`src/rtl/delay_pkg.sv`:
```
// Shared types and helpers for the multi-lane programmable delay line.
package delay_pkg;

    typedef enum logic [0:0] {
        FILL = 1'b0,
        RUN  = 1'b1
    } fill_state_t;

    // A zero delay is meaningless for a registered line, so it becomes one stage.
    function automatic logic [31:0] clampDelay(input logic [31:0] cfg,
                                               input logic [31:0] maxDelay);
        if (cfg == 32'd0) begin
            return 32'd1;
        end else if (cfg > maxDelay) begin
            return maxDelay;
        end else begin
            return cfg;
        end
    endfunction

endpackage

```
`src/rtl/delay_tap.sv`:
```
// One lane: a free-running {valid,data} shift register with a runtime-selected output tap.
module delay_tap #(
    parameter int WIDTH     = 8,
    parameter int MAX_DELAY = 16,
    parameter int DW        = $clog2(MAX_DELAY + 1)
) (
    input  logic             clk,
    input  logic             reset,
    input  logic [DW-1:0]    delay_i,
    input  logic [WIDTH-1:0] data_i,
    input  logic             valid_i,
    output logic [WIDTH-1:0] data_o,
    output logic             valid_o
);

    logic [WIDTH:0] stage_q [MAX_DELAY];
    logic [WIDTH:0] tap;

    always_ff @(posedge clk or posedge reset) begin
        if (reset) begin
            for (int i = 0; i < MAX_DELAY; i++) begin
                stage_q[i] <= '0;
            end
        end else begin
            stage_q[0] <= {valid_i, data_i};
            for (int i = 1; i < MAX_DELAY; i++) begin
                stage_q[i] <= stage_q[i-1];
            end
        end
    end

    // Delay D is read from stage D-1, so D=1 is a single register stage.
    always_comb begin
        tap = stage_q[0];
        for (int i = 0; i < MAX_DELAY; i++) begin
            if (delay_i == DW'(i + 1)) begin
                tap = stage_q[i];
            end
        end
    end

    assign {valid_o, data_o} = tap;

endmodule

```
`src/rtl/delay_line.sv`:
```
// Multi-lane delay line with a shared fill FSM that gates outputs until the selected tap holds fresh data.
module delay_line
    import delay_pkg::*;
#(
    parameter int CHANNELS      = 2,
    parameter int WIDTH         = 8,
    parameter int MAX_DELAY     = 16,
    parameter int DEFAULT_DELAY = 4
) (
    input  logic                             clk,
    input  logic                             reset,
    input  logic [$clog2(MAX_DELAY+1)-1:0]   delay_cfg,
    input  logic                             delay_load,
    input  logic [CHANNELS*WIDTH-1:0]        data_in,
    input  logic [CHANNELS-1:0]              valid_in,
    output logic [CHANNELS*WIDTH-1:0]        data_out,
    output logic [CHANNELS-1:0]              valid_out,
    output logic [$clog2(MAX_DELAY+1)-1:0]   delay_active,
    output logic                             filling
);

    localparam int DW = $clog2(MAX_DELAY + 1);

    fill_state_t state_q, state_d;
    logic [DW-1:0] count_q, count_d;
    logic [DW-1:0] delay_q, delay_d;

    logic [CHANNELS*WIDTH-1:0] laneData;
    logic [CHANNELS-1:0]       laneValid;

    always_ff @(posedge clk or posedge reset) begin
        if (reset) begin
            state_q <= FILL;
            count_q <= '0;
            delay_q <= DW'(DEFAULT_DELAY);
        end else begin
            state_q <= state_d;
            count_q <= count_d;
            delay_q <= delay_d;
        end
    end

    // A load always restarts the fill so stale samples behind the new tap are never shown.
    always_comb begin
        state_d = state_q;
        count_d = count_q;
        delay_d = delay_q;
        if (delay_load) begin
            delay_d = DW'(clampDelay(32'(delay_cfg), 32'(MAX_DELAY)));
            state_d = FILL;
            count_d = '0;
        end else if (state_q == FILL) begin
            if (count_q == delay_q - DW'(1)) begin
                state_d = RUN;
            end else begin
                count_d = count_q + DW'(1);
            end
        end
    end

    genvar c;
    generate
        for (c = 0; c < CHANNELS; c++) begin : g_lane
            delay_tap #(
                .WIDTH     (WIDTH),
                .MAX_DELAY (MAX_DELAY),
                .DW        (DW)
            ) u_tap (
                .clk     (clk),
                .reset   (reset),
                .delay_i (delay_q),
                .data_i  (data_in[c*WIDTH +: WIDTH]),
                .valid_i (valid_in[c]),
                .data_o  (laneData[c*WIDTH +: WIDTH]),
                .valid_o (laneValid[c])
            );
        end
    endgenerate

    assign filling      = (state_q == FILL);
    assign delay_active = delay_q;
    assign data_out     = filling ? '0 : laneData;
    assign valid_out    = filling ? '0 : laneValid;

endmodule

```
`config.mk`:
```
export PLATFORM = sky130hd
export DESIGN_NAME = delay_line
export DESIGN_NICKNAME = d
export VERILOG_FILES = /design/src/rtl/delay_pkg.sv /design/src/rtl/delay_tap.sv /design/src/rtl/delay_line.sv
export SDC_FILE = /design/constraint.sdc
export NUM_CORES = 1
export LEC_CHECK = 0
export ABC_AREA = 1
export BUFFER_PORTS_ARGS = -buffer_cell sky130_fd_sc_hd__buf_2
export CAP_MARGIN = 20
export CORE_MARGIN = 5
export CORE_UTILIZATION = 35
export DETAILED_ROUTE_END_ITERATION = 8
export PLACE_DENSITY = 0.5
export SETUP_SLACK_MARGIN = 0.3
export SYNTH_ARGS = -nofsm -noshare
export SYNTH_HDL_FRONTEND = slang
export SYNTH_SLANG_ARGS = --single-unit
```
`constraint.sdc`:
```
create_clock -name clk -period 26.9 [get_ports clk]
set_input_delay 5.38 -clock clk [delete_from_list [all_inputs] [get_ports clk]]
set_output_delay 5.38 -clock clk [all_outputs]
set_load 0.02 [all_outputs]
```
==> After elaboration in Yosys (flattened, before gate mapping) <==
Cells that the tools add are included.
{ "classes": {"n_addsub": 2, "magnitude_cmp": 1, "eq_ne": 18, "mux": 40, "n_bitwise": 1, "reduce_logical": 2} }
{ "ops": {"columns": ["cell", "count"], "rows": [
  ["$mux W9", 30],
  ["$eq A5 B4 Y1 const B", 8],
  ["$mux W5", 5],
  ["$eq A5 B3 Y1 const B", 4],
  ["$mux W16", 1],
  ["$eq A5 B2 Y1 const B", 2],
  ["$add A5 B1 Y5 const B", 1],
  ["$eq A5 B5 Y1", 1],
  ["$eq A5 B5 Y1 const B", 1],
  ["$gt A5 B5 Y1 const B", 1],
  ["$logic_not A5 Y1", 1],
  ["$sub A5 B1 Y5 const B", 1],
  ["$ne A2 B2 Y1 const B", 2],
  ["$mux W1", 3],
  ["$mux W2", 1],
  ["$reduce_and A2 Y1", 1],
  ["$not A1 Y1", 1]
]} }
{ "totals": {"regBits": 299, "inputBits": 26, "output_inout_bits": 24, "elab_cells": 99} }

==> Depth between registers and ports, before layout <==
{ "depth": {"depth_word": 17, "ltp_mapped": 23, "mapped_depth_nobuf": 23} }

==> Hierarchy <==
A second synthesis with hierarchy kept.
{ "unflattened": {"hier_cells": 1262, "hier_area_um2": 11823.8} }
{ "modules_own_cells": {"columns": ["module", "instances", "cells_each", "area_each_um2", "seq_area_each_um2"], "rows": [
  ["delay_tap (g_lane[1].u_tap)", 1, 566, 5495.3, 3603.5],
  ["delay_tap (g_lane[0].u_tap)", 1, 558, 5487.8, 3603.5],
  ["delay_line", 1, 138, 840.8, 276.5]
]} }

==> Worst setup path after synthesis <==
OpenSTA, ideal clock, no wires.
{ "synth_timing": {"path_type": "flip-flop to output port", "from": "register delay_q[0], in the netlist delay_active[0]", "to": "output port valid_out[0]", "t_arrival_ns": 2.468, "t_required_ns": 21.520, "slack_ns": 19.052, "path_stages_with_launch": 21, "path_buffers": 2, "path_cell_list": "dfrtp_1 -> inv_1 -> ha_1 -> inv_1 -> nor2_4 -> buf_4 -> clkbuf_1 -> nand3_1 -> nand2_1 -> inv_1 -> nand2_1 -> nand2_1 -> nand3_1 -> nand3_1 -> nand2_1 -> nand2_1 -> nand2_1 -> nand2_1 -> nand2_1 -> nand2_1 -> a21oi_1"} }
{ "synth_between": {"elab_chain_cells": 17, "elab_cells_between_ends": 31, "cone_classes": "eq/ne (15); mux (16)"} }
{ "synth_lines": {"columns": ["item", "line", "source"], "rows": [
  ["start, declared", "delay_line.sv:26", "logic [DW-1:0] delay_q, delay_d;"],
  ["start signal, assigned", "delay_line.sv:35", "delay_q <= DW'(DEFAULT_DELAY);"],
  ["start signal, assigned", "delay_line.sv:39", "delay_q <= delay_d;"],
  ["$eq A5 B2 Y1", "delay_tap.sv:36", "if (delay_i == DW'(i + 1)) begin"],
  ["$mux W9 (14 in a row)", "delay_tap.sv:36", null],
  ["$mux W9 (*)", "delay_tap.sv:36", null],
  ["$mux W2 (*)", "delay_line.sv:83", "assign valid_out = filling ? '0 : laneValid;"],
  ["end, declared", "delay_line.sv:17", "output logic [CHANNELS-1:0] valid_out,"]
]} }
Mark *: on every way between the ends. The rest lies on a longest branch, timed or not.

==> Worst setup path after layout <==
{ "layout_timing": {"from": "register delay_q[2], in the netlist delay_active[2]", "to": "output port data_out[6]"} }
{ "layout_between": {"elab_chain_cells": 17, "elab_cells_between_ends": 31, "cone_classes": "eq/ne (15); mux (16)"} }
{ "layout_lines": {"columns": ["item", "line", "source"], "rows": [
  ["$eq A5 B2 Y1", "delay_tap.sv:36", null],
  ["$mux W9 (14 in a row)", "delay_tap.sv:36", null],
  ["$mux W9 (*)", "delay_tap.sv:36", null],
  ["$mux W16 (*)", "delay_line.sv:82", "assign data_out = filling ? '0 : laneData;"],
  ["end, declared", "delay_line.sv:16", "output logic [CHANNELS*WIDTH-1:0] data_out,"]
]} }
Marked as above.

==> flow_summary.json <==
{
  "htree_levels": 2,
  "yosysSeqAreaShare": 0.652,
  "track_usage": 0.126,
  "drtPass1Iterations": 4,
  "first_global_vias": 7486,
  "die_w_um": 191,
  "path_common_cell": "nand2_1",
  "gp_congestion": 0.782,
  "dpl.cell_count": 1652,
  "setup_viol": 0,
  "syn_nets": 1235,
  "start_kind": "flop",
  "syn_area_per_cell_um2": 9.55,
  "hp-class": "reg2reg",
  "clk_path_buf_depth": 3,
  "clk_pin_slew_ps": 60,
  "num_antenna_cells": 0,
  "yosysMostFrequentCell": "nand2_1",
  "final_nets": 1279,
  "fin_crit_sh": 0.356,
  "maxCapViolations": 0,
  "crit_chain": "inv_2 -> nor2_2 -> nand3_2 -> inv_2 -> nand2_1 -> nand3_1 -> nand2_1 -> nand2_1 -> nand2_1 -> nand3_1 -> nand3_1 -> nand3_1 -> nand3_1 -> nand2_1 -> nand2_1 -> nand2_1 -> nand2_1 -> a21oi_1 -> buf_2",
  "ys_seq_elements": 299,
  "cp_num_buf_inv": 3,
  "p_per_area_nw_per_um2": 75.9,
  "final_cells": 1711,
  "slowest_delay_ps": 650,
  "synthXorXnorAreaFrac": 0.00229,
  "hpwl_mm": 14.2,
  "synth_top_family_by_area": "simple AND/OR/NAND/NOR gates",
  "crit_arrival_ps": 4190,
  "initialDrtViolationCount": 443,
  "crit_slowest_cell": "nor2_2",
  "placed_cell_area_um2": 12100,
  "synth_edf_count": 0,
  "postCtsHoldBufs": 0,
  "die_area_um2": 36500,
  "core-area_um2": 32500,
  "via_per_inst": 4.27,
  "yosys-mux-area-fraction": 0,
  "vias": 7308,
  "use_met2": 0.190,
  "crit_path_max_fanout": 21,
  "yosys_warnings": 0,
  "synth_top_area_frac": 0.649,
  "fmax_mhz": 104,
  "syn_inst": 1203,
  "outcome": "finished clean",
  "dp_slack_ps": 17780,
  "finalMaxSlewViolations": 0,
  "setup_slack_ps": 17330,
  "start_util": 0.354,
  "drive_gt1_frac": 0.120,
  "antenna_found_initial": 0,
  "drcViolationCount": 0,
  "fin_util": 0.408,
  "grt_pass1_wl_mm": 38.6,
  "die_h_um": 191,
  "crit_path_end_kind": "primary output",
  "synth_compound_area_frac": 0.0597,
  "critical_path.top_delay_family": "simple AND/OR/NAND/NOR gates",
  "synth.area.top_cells": "dfrtp_1 65%, nand2_1 11%, nand3_1 5.8%",
  "max_slew.worst_pin.slew_ps": 1110,
  "insertion_delay_ps": 500,
  "wl_mm": 21.8,
  "fin_worst_skew_ps": 13.8,
  "cts_made_buffers": 34,
  "synth-adder-area-share": 0.00654,
  "mappedNetlistArea_um2": 11500,
  "hold_viol_final": 0,
  "critPathRequiredTime_ps": 21520,
  "timing.final.crit_period_ps": 9570,
  "p_leak_nw": 6.44,
  "cts_tree": "built",
  "use_met1": 0.190,
  "synthToLayoutAreaGrowth_pct": 15.3,
  "synthTopCellsByCount": "351 x nand2_1, 298 x dfrtp_1, 154 x inv_1, 133 x nand3_1, 81 x o21ai_0",
  "worstSetupPathType": "reg2out",
  "yosys.area.top_type": "dfrtp_1",
  "row_count": 66,
  "synth_cell_type_count": 32,
  "max-slew-margin-rel": 0.260,
  "grt_busiest_layer": "met2",
  "cts_num_sinks": 299,
  "stdcell_area_um2": 13200,
  "overflow": 0,
  "synthArstFlopShare": 1.00,
  "port_buffers": 49,
  "cts_setup_buffers": 0,
  "grt_util_met3": 0.0225,
  "tns_ps": 0,
  "io_pins": 50,
  "avgRoutedWirePerCell_um": 12.8,
  "cts-root-buf": "clkbuf_16",
  "ir_worst_vdd_mv": 0.0430,
  "grt_max_degree": 192,
  "rsz0062_at_grt": "no",
  "synth-simple-area-share": 0.207,
  "postRouteAntennaNets": 0,
  "synth_flop_cell": "dfrtp_1",
  "post_cts_resize_count": 0
}
cell usage in the layout, fill, tap and decap left out, types with 2 or more instances in the layout:
cell / count
nand2_1: 351
dfrtp_1: 298
inv_1: 153
nand3_1: 133
o21ai_0: 81
buf_2: 49
clkbuf_16: 37
or2_2: 28
a21oi_1: 25
nor2_1: 15
clkbuf_1: 12
o211ai_1: 11
inv_2: 9
nor2_2: 7
or2_0: 7
ha_1: 6
clkbuf_8: 6
buf_4: 6
o21ai_1: 5
nor3_1: 4
o22ai_1: 4
clkinv_1: 2
or2_1: 2
xor2_1: 2
clkinv_2: 2
registers in the layout (all words and copies together), names as in the netlist:
register and flops:
count_q 5, state_q 1, g_lane.u_tap.stage_q 288, delay_active 5
layer usage:
metal / up-vias / wire, µm / part of all wire
li1: 3841 / - / -
met1: 3341 / 11200 / 0.51
met2: 93 / 9440 / 0.43
met3: 33 / 817 / 0.037
met4: 0 / 414 / 0.019
met5: - / 0 / 0
worst paths after layout:
| kind | from | end | slack, ps | depth (start not counted) |
|---|---|---|---|---|
| max | delay_active[2] | data_out[6] | 17330 | 19 |
| min | g_lane[1].u_tap.stage_q[105] | g_lane[1].u_tap.stage_q[96] | 360 | 0 |
| max reg2reg | delay_active[0] | count_q[4] | 24730 | 10 |
| min reg2reg | g_lane[1].u_tap.stage_q[105] | g_lane[1].u_tap.stage_q[96] | 360 | 0 |
| max in group asynchronous | reset | g_lane[1].u_tap.stage_q[132] | 20350 | 3 |
| min in group asynchronous | reset | g_lane[0].u_tap.stage_q[23] | 5000 | 2 |
final cells by class:
cell class	count	area [µm²]
well taps	442	553
clock buffers	55	1050
flip-flops and latches	299	7480
inverters	165	627
repair buffers	57	325
clock inverters	3	40.0
fillers	3150	19200
multi-input cells	690	3170
power by group:
group	internal (W)	switching (W)
sequential	0.000474	0.0000123
clock	0.000276	0.000171
combinational	0.0000221	0.0000508
cell families after synthesis:
group	count (synthesis)
simple gates	552
flops	299
buf+inv	214
compound gates	129
fa+ha+maj	6
xor+xnor	3
metrics by stage:
step	total power, W	hold slack, ps
floorplan	0.000544	347
global placement	0.000567	349
detailed placement	0.000568	353
CTS	0.00102	360
global route	0.00106	370
finish	0.00101	356
worst register-to-register path, delay by kind of cell (launching register included):
family	cells	cell delay (ps)
AO/OA/AOI/OAI	1	120
XOR/XNOR	1	170
adder cells (fa/ha/maj)	1	340
buffers and inverters	1	160
flip-flops	1	430
AND/OR/NAND/NOR	6	850
Note: power is estimated with default switching activity, not from simulation.
